===== config.mk =====
export PLATFORM = sky130hd
export DESIGN_NAME = spi_instruction_receiver_flat
export DESIGN_NICKNAME = d
export VERILOG_FILES = /design/src/rtl/spi_instruction_receiver_if.sv /design/src/rtl/spi_instruction_receiver.sv /design/src/flat_wrapper.sv
export SDC_FILE = /design/constraint.sdc
export NUM_CORES = 1
export LEC_CHECK = 0
export CORE_UTILIZATION = 25
export DETAILED_ROUTE_END_ITERATION = 16
export GPL_ROUTABILITY_DRIVEN = 0
export GPL_TIMING_DRIVEN = 0
export PLACE_DENSITY = 0.42
export SLEW_MARGIN = 20
export SYNTH_ARGS = -nofsm -noshare
export SYNTH_HDL_FRONTEND = slang
export SYNTH_SLANG_ARGS = --single-unit

===== constraint.sdc =====
create_clock -name clk -period 1.91 [get_ports clk]
set_input_delay 0.573 -clock clk [delete_from_list [all_inputs] [get_ports clk]]
set_output_delay 0.573 -clock clk [all_outputs]
set_load 0.01 [all_outputs]

===== src/rtl/spi_instruction_receiver_if.sv =====
`default_nettype none
// ============================================================================
//  Module      : spi_instruction_receiver_if
//  Description : SPI pins plus execution-unit instruction hand-off signals.
//  Revision    : 1.0 - initial release
// ============================================================================
interface spi_instruction_receiver_if #(
    parameter int INPUT_DATA_WIDTH  = 4,
    parameter int OUTPUT_DATA_WIDTH = 8
);
    logic                            spi_sclk;
    logic                            spi_cs_n;
    logic                            spi_mosi;
    logic                            spi_miso;
    logic [OUTPUT_DATA_WIDTH-1:0]    result_in;
    logic [INPUT_DATA_WIDTH-1:0]     opcode;
    logic [2*INPUT_DATA_WIDTH-1:0]   operand;
    logic                            start;
    logic                            frame_err;

    modport master (
        output spi_sclk, spi_cs_n, spi_mosi, result_in,
        input  spi_miso, opcode, operand, start, frame_err
    );

    modport slave (
        input  spi_sclk, spi_cs_n, spi_mosi, result_in,
        output spi_miso, opcode, operand, start, frame_err
    );
endinterface
`default_nettype wire


===== src/rtl/spi_instruction_receiver.sv =====
`default_nettype none
// ============================================================================
//  Module      : spi_instruction_receiver
//  Description : SPI mode-0 slave receiving {opcode, operand} frames, with
//                frame-length check and optional MISO result readback
//                (enabled by defining SPI_READBACK_EN).
//  Revision    : 1.0 - initial release
// ============================================================================
module spi_instruction_receiver #(
    parameter int INPUT_DATA_WIDTH  = 4,
    parameter int OUTPUT_DATA_WIDTH = 8,
    parameter int SYNC_STAGES       = 2
) (
    input wire clk,
    input wire reset,
    spi_instruction_receiver_if.slave bus
);
    localparam int c_OPERAND_W = 2 * INPUT_DATA_WIDTH;
    localparam int c_FRAME_W   = 3 * INPUT_DATA_WIDTH;
    localparam int c_CNT_W     = $clog2(c_FRAME_W + 1);
    localparam int c_FLUSH_W   = $clog2(SYNC_STAGES + 2);

    localparam logic [c_CNT_W-1:0]   c_FULL_CNT   = c_CNT_W'(c_FRAME_W);
    localparam logic [c_CNT_W-1:0]   c_LAST_CNT   = c_CNT_W'(c_FRAME_W - 1);
    localparam logic [c_FLUSH_W-1:0] c_FLUSH_DONE = c_FLUSH_W'(SYNC_STAGES + 1);

    typedef enum logic [1:0] {
        S_IDLE = 2'd0,
        S_RECV = 2'd1,
        S_FULL = 2'd2
    } state_t;

    state_t                   r_state;
    state_t                   w_state_next;

    logic [SYNC_STAGES-1:0]   r_sclk_sync;
    logic [SYNC_STAGES-1:0]   r_cs_n_sync;
    logic [SYNC_STAGES-1:0]   r_mosi_sync;
    logic                     r_sclk_prev;
    logic                     r_cs_n_prev;
    logic [c_FLUSH_W-1:0]     r_flush_cnt;

    logic                     w_sync_valid;
    logic                     w_sclk_s;
    logic                     w_cs_n_s;
    logic                     w_mosi_s;
    logic                     w_sclk_rise;
    logic                     w_cs_fall;
    logic                     w_cs_rise;

    logic [c_FRAME_W-1:0]     r_shift;
    logic [c_CNT_W-1:0]       r_bit_cnt;
    logic                     r_overrun;
    logic [INPUT_DATA_WIDTH-1:0] r_opcode;
    logic [c_OPERAND_W-1:0]   r_operand;
    logic                     r_start;
    logic                     r_frame_err;

    logic                     w_frame_open;
    logic                     w_shift_in;
    logic                     w_overrun_set;
    logic                     w_commit;
    logic                     w_drop;

    // Synchronisers reset to the bus idle levels. Edges are ignored until the
    // chains have refilled from the pins, so a cs_n held low across reset never
    // looks like a fresh frame start.
    always_ff @(posedge clk) begin
        if (reset) begin
            r_sclk_sync <= '0;
            r_cs_n_sync <= '1;
            r_mosi_sync <= '0;
            r_sclk_prev <= 1'b0;
            r_cs_n_prev <= 1'b1;
            r_flush_cnt <= '0;
        end else begin
            r_sclk_sync <= {r_sclk_sync[SYNC_STAGES-2:0], bus.spi_sclk};
            r_cs_n_sync <= {r_cs_n_sync[SYNC_STAGES-2:0], bus.spi_cs_n};
            r_mosi_sync <= {r_mosi_sync[SYNC_STAGES-2:0], bus.spi_mosi};
            r_sclk_prev <= w_sclk_s;
            r_cs_n_prev <= w_cs_n_s;
            if (!w_sync_valid) begin
                r_flush_cnt <= r_flush_cnt + 1'b1;
            end
        end
    end

    assign w_sync_valid = (r_flush_cnt == c_FLUSH_DONE);
    assign w_sclk_s     = r_sclk_sync[SYNC_STAGES-1];
    assign w_cs_n_s     = r_cs_n_sync[SYNC_STAGES-1];
    assign w_mosi_s     = r_mosi_sync[SYNC_STAGES-1];
    assign w_sclk_rise  = w_sync_valid &  w_sclk_s & ~r_sclk_prev;
    assign w_cs_fall    = w_sync_valid & ~w_cs_n_s &  r_cs_n_prev;
    assign w_cs_rise    = w_sync_valid &  w_cs_n_s & ~r_cs_n_prev;

    always_ff @(posedge clk) begin
        if (reset) begin
            r_state <= S_IDLE;
        end else begin
            r_state <= w_state_next;
        end
    end

    // cs_n release takes priority over any sclk edge seen in the same cycle.
    always_comb begin
        w_state_next  = r_state;
        w_frame_open  = 1'b0;
        w_shift_in    = 1'b0;
        w_overrun_set = 1'b0;
        w_commit      = 1'b0;
        w_drop        = 1'b0;
        case (r_state)
            S_IDLE: begin
                if (w_cs_fall) begin
                    w_frame_open = 1'b1;
                    w_state_next = S_RECV;
                end
            end
            S_RECV, S_FULL: begin
                if (w_cs_rise) begin
                    w_state_next = S_IDLE;
                    if ((r_bit_cnt == c_FULL_CNT) && !r_overrun) begin
                        w_commit = 1'b1;
                    end else if (r_bit_cnt != '0) begin
                        w_drop = 1'b1;
                    end
                end else if (w_sclk_rise) begin
                    if (r_state == S_RECV) begin
                        w_shift_in = 1'b1;
                        if (r_bit_cnt == c_LAST_CNT) begin
                            w_state_next = S_FULL;
                        end
                    end else begin
                        w_overrun_set = 1'b1;
                    end
                end
            end
            default: begin
                w_state_next = S_IDLE;
            end
        endcase
    end

    always_ff @(posedge clk) begin
        if (reset) begin
            r_shift     <= '0;
            r_bit_cnt   <= '0;
            r_overrun   <= 1'b0;
            r_opcode    <= '0;
            r_operand   <= '0;
            r_start     <= 1'b0;
            r_frame_err <= 1'b0;
        end else begin
            r_start     <= w_commit;
            r_frame_err <= w_drop;
            if (w_commit) begin
                r_opcode  <= r_shift[c_FRAME_W-1 -: INPUT_DATA_WIDTH];
                r_operand <= r_shift[c_OPERAND_W-1:0];
            end
            if (w_frame_open) begin
                r_bit_cnt <= '0;
                r_overrun <= 1'b0;
            end
            if (w_shift_in) begin
                r_shift   <= {r_shift[c_FRAME_W-2:0], w_mosi_s};
                r_bit_cnt <= r_bit_cnt + 1'b1;
            end
            if (w_overrun_set) begin
                r_overrun <= 1'b1;
            end
        end
    end

    assign bus.opcode    = r_opcode;
    assign bus.operand   = r_operand;
    assign bus.start     = r_start;
    assign bus.frame_err = r_frame_err;

`ifdef SPI_READBACK_EN
    logic [OUTPUT_DATA_WIDTH-1:0] r_miso_sr;
    logic                         r_miso;
    logic                         w_sclk_fall;

    assign w_sclk_fall = w_sync_valid & ~w_sclk_s & r_sclk_prev;

    // The result byte is latched at frame start; MSB leads so the master sees
    // it on the first sclk rise, later bits follow each sclk fall.
    always_ff @(posedge clk) begin
        if (reset) begin
            r_miso_sr <= '0;
            r_miso    <= 1'b0;
        end else if (w_frame_open) begin
            r_miso_sr <= bus.result_in;
            r_miso    <= bus.result_in[OUTPUT_DATA_WIDTH-1];
        end else if (w_state_next == S_IDLE) begin
            r_miso_sr <= '0;
            r_miso    <= 1'b0;
        end else if (w_sclk_fall) begin
            r_miso_sr <= {r_miso_sr[OUTPUT_DATA_WIDTH-2:0], 1'b0};
            r_miso    <= r_miso_sr[OUTPUT_DATA_WIDTH-2];
        end
    end

    assign bus.spi_miso = r_miso;
`else
    logic w_unused_result;

    assign w_unused_result = ^bus.result_in;
    assign bus.spi_miso    = 1'b0;
`endif

endmodule
`default_nettype wire

===== src/flat_wrapper.sv =====
// flat-port wrapper written by rule: the top's interface ports become plain ports
module spi_instruction_receiver_flat 
#(
    parameter int INPUT_DATA_WIDTH  = 4,
    parameter int OUTPUT_DATA_WIDTH = 8,
    parameter int SYNC_STAGES       = 2
)
  (clk, reset, bus_spi_sclk, bus_spi_cs_n, bus_spi_mosi, bus_result_in, bus_spi_miso, bus_opcode, bus_operand, bus_start, bus_frame_err);
  spi_instruction_receiver_if #(.INPUT_DATA_WIDTH(INPUT_DATA_WIDTH), .OUTPUT_DATA_WIDTH(OUTPUT_DATA_WIDTH)) bus_i ();
  input wire clk;
  input wire reset;
  input wire logic [$bits(bus_i.spi_sclk)-1:0] bus_spi_sclk;
  input wire logic [$bits(bus_i.spi_cs_n)-1:0] bus_spi_cs_n;
  input wire logic [$bits(bus_i.spi_mosi)-1:0] bus_spi_mosi;
  input wire logic [$bits(bus_i.result_in)-1:0] bus_result_in;
  output wire logic [$bits(bus_i.spi_miso)-1:0] bus_spi_miso;
  output wire logic [$bits(bus_i.opcode)-1:0] bus_opcode;
  output wire logic [$bits(bus_i.operand)-1:0] bus_operand;
  output wire logic [$bits(bus_i.start)-1:0] bus_start;
  output wire logic [$bits(bus_i.frame_err)-1:0] bus_frame_err;
  assign bus_i.spi_sclk = bus_spi_sclk;
  assign bus_i.spi_cs_n = bus_spi_cs_n;
  assign bus_i.spi_mosi = bus_spi_mosi;
  assign bus_i.result_in = bus_result_in;
  assign bus_spi_miso = bus_i.spi_miso;
  assign bus_opcode = bus_i.opcode;
  assign bus_operand = bus_i.operand;
  assign bus_start = bus_i.start;
  assign bus_frame_err = bus_i.frame_err;
  spi_instruction_receiver #(.INPUT_DATA_WIDTH(INPUT_DATA_WIDTH), .OUTPUT_DATA_WIDTH(OUTPUT_DATA_WIDTH), .SYNC_STAGES(SYNC_STAGES)) u_core (.clk(clk), .reset(reset), .bus(bus_i));
endmodule

After elaboration in Yosys (flattened, before gate mapping)
Cells that the tools add are included.
{"block": "totals", "reg_bits": 43, "inputBits": 13, "out_inout_bits": 15, "elab_cells": 69}
{"block": "op_classes", "add_sub_neg": 2, "n_eq_ne": 9, "mux": 24, "bitwise": 11, "reduce_logical": 9}
{"operator": "2-to-1 mux 1 bit", "n": 16}
{"operator": "2-to-1 mux 2 bit", "n": 5}
{"operator": "!= test 3 x 1 -> 1 bit (second input constant)", "n": 3}
{"operator": "== test 4 bit (second input constant)", "n": 2}
{"operator": "2-to-1 mux 4 bit", "n": 2}
{"operator": "AND 1 bit", "n": 6}
{"operator": "inverter 1 bit", "n": 5}
{"operator": "adder 4 x 1 -> 4 bit (second input constant)", "n": 1}
{"operator": "== test 2 bit (second input constant)", "n": 2}
{"operator": "one-hot mux 2 bit (2 select lines)", "n": 1}
{"operator": "AND reduction 4 bit", "n": 1}
{"operator": "nonzero test 2 bit", "n": 2}
{"operator": "nonzero test 4 bit", "n": 1}
{"operator": "OR reduction 4 bit", "n": 1}
{"operator": "adder 2 x 1 -> 2 bit (second input constant)", "n": 1}
{"operator": "== test 2 x 1 -> 1 bit (second input constant)", "n": 1}
{"operator": "zero test 2 bit", "n": 1}
{"operator": "!= test 2 x 1 -> 1 bit (second input constant)", "n": 1}
{"operator": "OR reduction 2 bit", "n": 1}
{"operator": "logical AND 1 bit", "n": 1}
{"operator": "zero test 1 bit", "n": 1}

Logic depth before layout (Yosys ltp)
{"block": "depth", "word_depth": 7, "mapped_depth": 8, "mapped_depth_nobuf": 6}

Worst setup path before layout
No wires, ideal clock.
{"block": "synth_timing", "path_type": "reg2reg", "from": "register u_core.r_state[0]", "to": "register u_core.r_bit_cnt[1]", "setup_ns": 0.067, "t_arrival_ns": 1.654, "t_required_ns": 1.843, "slack_ns": 0.188, "stages_incl_launch_ff": 8, "path_buffers": 1, "synth_period_minus_slack_ns": 1.722, "cell_sequence": "dfxtp_1 inv_1 ha_1 and4b_4 and3_4 buf_6 or3_1 a21oi_2"}
{"block": "synth_between", "elab_chain_cells": 6, "word_cells_on_any_way": 11, "classes_between": "eq/ne: 2; mux: 6; reduce/logical: 3"}
{"element": "from (decl)", "line_no": "spi_instruction_receiver.sv:33", "text": "state_t r_state;"}
{"element": "from (signal assigned)", "line_no": "spi_instruction_receiver.sv:100", "text": "r_state <= w_state_next;"}
{"element": "== test 2 x 1 -> 1 bit", "line_no": "spi_instruction_receiver.sv:112, spi_instruction_receiver.sv:128"}
{"element": "2-to-1 mux 1 bit", "line_no": "spi_instruction_receiver.sv:128", "text": "if (r_state == S_RECV) begin"}
{"element": "2-to-1 mux 1 bit", "line_no": "spi_instruction_receiver.sv:127", "text": "end else if (w_sclk_rise) begin"}
{"element": "2-to-1 mux 1 bit", "line_no": "spi_instruction_receiver.sv:120", "text": "if (w_cs_rise) begin"}
{"element": "2-to-1 mux 1 bit", "line_no": "spi_instruction_receiver.sv:112", "text": "case (r_state)"}
{"element": "2-to-1 mux 4 bit / nonzero test 2 bit (equally long branches)"}
{"element": "to (signal assigned)", "line_no": "spi_instruction_receiver.sv:166", "text": "r_bit_cnt <= r_bit_cnt + 1'b1;"}
{"element": "to (decl)", "line_no": "spi_instruction_receiver.sv:52", "text": "logic [c_CNT_W-1:0] r_bit_cnt;"}
Several ways; a longest one is shown, not always the timed one.
A chain may end at the register's enable or synchronous reset.

Worst setup path in the final report
Ends and elaborated chain as after synthesis.

==> impl_metrics.json <==
{
  "outcome": "completed",
  "peakVddDrop_v": 0.000290,
  "synth_area_leaders": "dfxtp_1 50%, mux2i_1 8.8%, nand2_1 6.4%",
  "grt_max_degree": 15,
  "io_pins": 28,
  "final_nets": 226,
  "synth_edf_count": 0,
  "wl_um": 3400,
  "highest-signal-layer": "met4",
  "cts-root-buf": "clkbuf_8",
  "power_density_nw_per_um2": 862,
  "core_um2": 6490,
  "first_pass_iters": 6,
  "layout-drive-gt1-share_pct": 12.5,
  "die_width_um": 84.7,
  "p_switching_mw": 0.432,
  "hold_viol": 0,
  "leakage_nw": 0.712,
  "r2r-start": "u_core.r_state[0]",
  "via_count": 1233,
  "grt_use_total_pct": 10.7,
  "setup_viol": 0,
  "drt-met1-wl_um": 1860,
  "numPortBuffers": 17,
  "hold_path.startpoint": "u_core.r_cs_n_sync[0]",
  "cp.required_ns": 2.14,
  "crit_path_start_kind": "flip-flop",
  "critPathMaxFanout": 8,
  "critPathBufInv": 2,
  "place_area_um2": 1980,
  "syn-num-nets": 202,
  "antenna_found_initial": 0,
  "wl_per_cell_um": 11.9,
  "p_clk_share_pct": 39.7,
  "syn_to_final_growth_pct": 23.0,
  "area.sequential_um2": 863,
  "intPower_mw": 1.38,
  "tns_ns": 0,
  "numCtsBuffers": 5,
  "hp-class": "flip-flop to flip-flop",
  "syn_avg_cell_area_um2": 9.35,
  "dr_wl_met3_um": 106,
  "yosysTopAreaCell": "dfxtp_1",
  "worst_path_max_delay_cell": "or3_1",
  "drtIter0Drc": 54,
  "die_y_um": 84.7,
  "path_delay_family": "simple AND/OR/NAND/NOR gates",
  "clockBufferDepth": 2,
  "synth_adder_area_share_pct": 4.39,
  "htree_levels": 2,
  "fin_ws_ns": 0.0811,
  "ant_nets": 0,
  "yosysSeqAreaShare_pct": 50.3,
  "synth_top_family_by_area": "simple AND/OR/NAND/NOR gates",
  "clk_latency_ns": 0.30,
  "grt_pass1_wl_um": 6000,
  "fillerInstances": 674,
  "synth_compound_area_share_pct": 8.48,
  "worstSetupPathType": "flip-flop to flip-flop",
  "cts_num_sinks": 43,
  "post-place-ws_ns": 0.0390,
  "synthFlopType": "dfxtp_1",
  "multi_input_area_um2": 763,
  "finClkSkew_ns": 0.00606,
  "cts_setup_buffers": 0,
  "floorplan.initialDensity_pct": 26.4,
  "max_freq_ghz": 0.547,
  "final_cells": 285,
  "finalInstanceArea_um2": 2110,
  "drc": 0,
  "min_period_ns": 1.83,
  "wl_met2_um": 1350,
  "whs_ns": 0.417,
  "dp_cells": 277,
  "yosysWarnings": 0,
  "antenna_cells": 0,
  "grt_pass1_vias": 1183,
  "cap_violations": 0,
  "die-area_um2": 7180,
  "swShare_pct": 23.8,
  "synth_xor_area_share_pct": 0.512,
  "cp_cell_sequence": "inv_1, ha_1, and4b_4, and3_4, buf_6, or3_1, a21oi_2",
  "synth_most_common_cell": "dfxtp_1",
  "p_comb_share_pct": 8.6,
  "cts_tree": "done",
  "overflow": 0,
  "row_count": 29,
  "cp-end-kind": "flip-flop",
  "yosysTopAreaCellShare_pct": 50.3,
  "async_flop_share_pct": 0,
  "synth.distinct_cells": 34,
  "dp_hpwl_um": 2370,
  "synth-simple-area-share_pct": 21.9,
  "synth-seq-cells": 43,
  "cp-startpoint": "u_core.r_state[0]",
  "drv_slew": 0,
  "clk_pin_slew_ns": 0.08,
  "via_per_inst": 4.33,
  "syn_area_um2": 1710,
  "finalCritPeriodShare_pct": 95.8,
  "worst_ep_arrival_time_ns": 2.06,
  "muxShareOfSynthArea_pct": 8.77,
  "synthTopCellsByCount": "43 x dfxtp_1, 29 x nand2_1, 16 x nor2_1, 15 x mux2i_1, 14 x a21oi_1",
  "syn_inst": 183,
  "p_seq_share_pct": 51.6,
  "max_stage_delay_ns": 0.36
}
==> flip-flops by register name (all words and copies together) (netlist names), 2 cells and up <==
register,flops
u_core.r_cs_n_sync,2
u_core.r_state,2
u_core.r_bit_cnt,4
u_core.r_shift,12
u_core.bus.operand,8
u_core.bus.opcode,4
u_core.r_mosi_sync,2
u_core.r_sclk_sync,2
u_core.r_flush_cnt,2
==> what timing repair did <==
item,CTS,global route
hold buffers,0,0
endpoints found under the setup margin,0,22
resized for setup,0,7
==> cells in the final DEF, fill, tap and decap left out, types with 2 or more instances in the layout <==
cell             count
clkbuf_8             5
clkdlybuf4s50_1     17
nor2_1              16
dfxtp_1             41
inv_1                6
nand3_1              3
dfxtp_2              2
buf_6                3
or3_1                2
or2_2                4
a31oi_1              2
mux2i_1             15
nor2b_1              8
a21oi_1             14
nand2b_1             3
ha_1                 6
clkbuf_1             5
nand2_1             29
o21ai_0              3
==> logic make-up after synthesis <==
family | count (synthesis)
other | 1
muxes | 15
adders and majority gates | 6
and+or+nand+nor | 74
xor gates and xnor gates | 1
AOI/OAI and AO/OA | 25
buffers and inverters | 18
DFF | 43
==> routing by layer <==
| metal | global-route usage [%] | up-vias |
|---|---|---|
| met5 | 0 | - |
| met4 | 5.55 | 0 |
| met3 | 3.05 | 6 |
| met2 | 15.2 | 21 |
| met1 | 14.8 | 552 |
| li1 | - | 654 |
==> path summary, 6_finish.rpt <==
| path | slack, ns | cells past startpoint | endpoint |
|---|---|---|---|
| setup / recovery | 0.08 | 7 | u_core.r_bit_cnt[1] |
| hold / removal | 0.42 | 1 | u_core.r_cs_n_sync[1] |
| setup reg to reg | 0.08 | 7 | u_core.r_bit_cnt[1] |
| hold reg to reg | 0.42 | 1 | u_core.r_cs_n_sync[1] |
==> power by group through the flow <==
| stage | sequential (mW) | clock [mW] | combinational (mW) |
|---|---|---|---|
| final | 0.937 | 0.721 | 0.156 |
| after global routing | 0.942 | 0.795 | 0.180 |
| after CTS | 0.937 | 0.756 | 0.158 |
| after detailed placement | 0.957 | 0 | 0.158 |
| after global placement | 0.957 | 0 | 0.157 |
| after floorplan | 0.953 | 0 | 0.121 |
==> per-stage QoR <==
step | utilization (%) | total power, mW
after floorplan | - | 1.07
after global placement | 30.5 | 1.11
after detailed placement | 30.5 | 1.12
after CTS | 32.2 | 1.85
after global routing | 32.4 | 1.92
final | 32.4 | 1.81
==> worst register-to-register path: cells and delay by family (launching register included) <==
kind | cells | cell delay (ns)
compound gates | 1 | 0.13
fa+ha+maj | 1 | 0.33
buf+inv | 2 | 0.19
flops | 1 | 0.35
simple gates | 3 | 0.77
==> cell type report <==
cell class                      instances  share of cell area (%)
Tap cell                               77                    4.58
Clock inverter                          3                    2.08
Sequential cell                        43                    41.0
Multi-Input combinational cell        122                    36.2
Inverter                                6                    1.07
Clock buffer                            5                    3.27
Buffer                                 12                    3.68
Timing Repair Buffer                   17                    8.08
No activity file was read; power rests on OpenSTA's default activity.
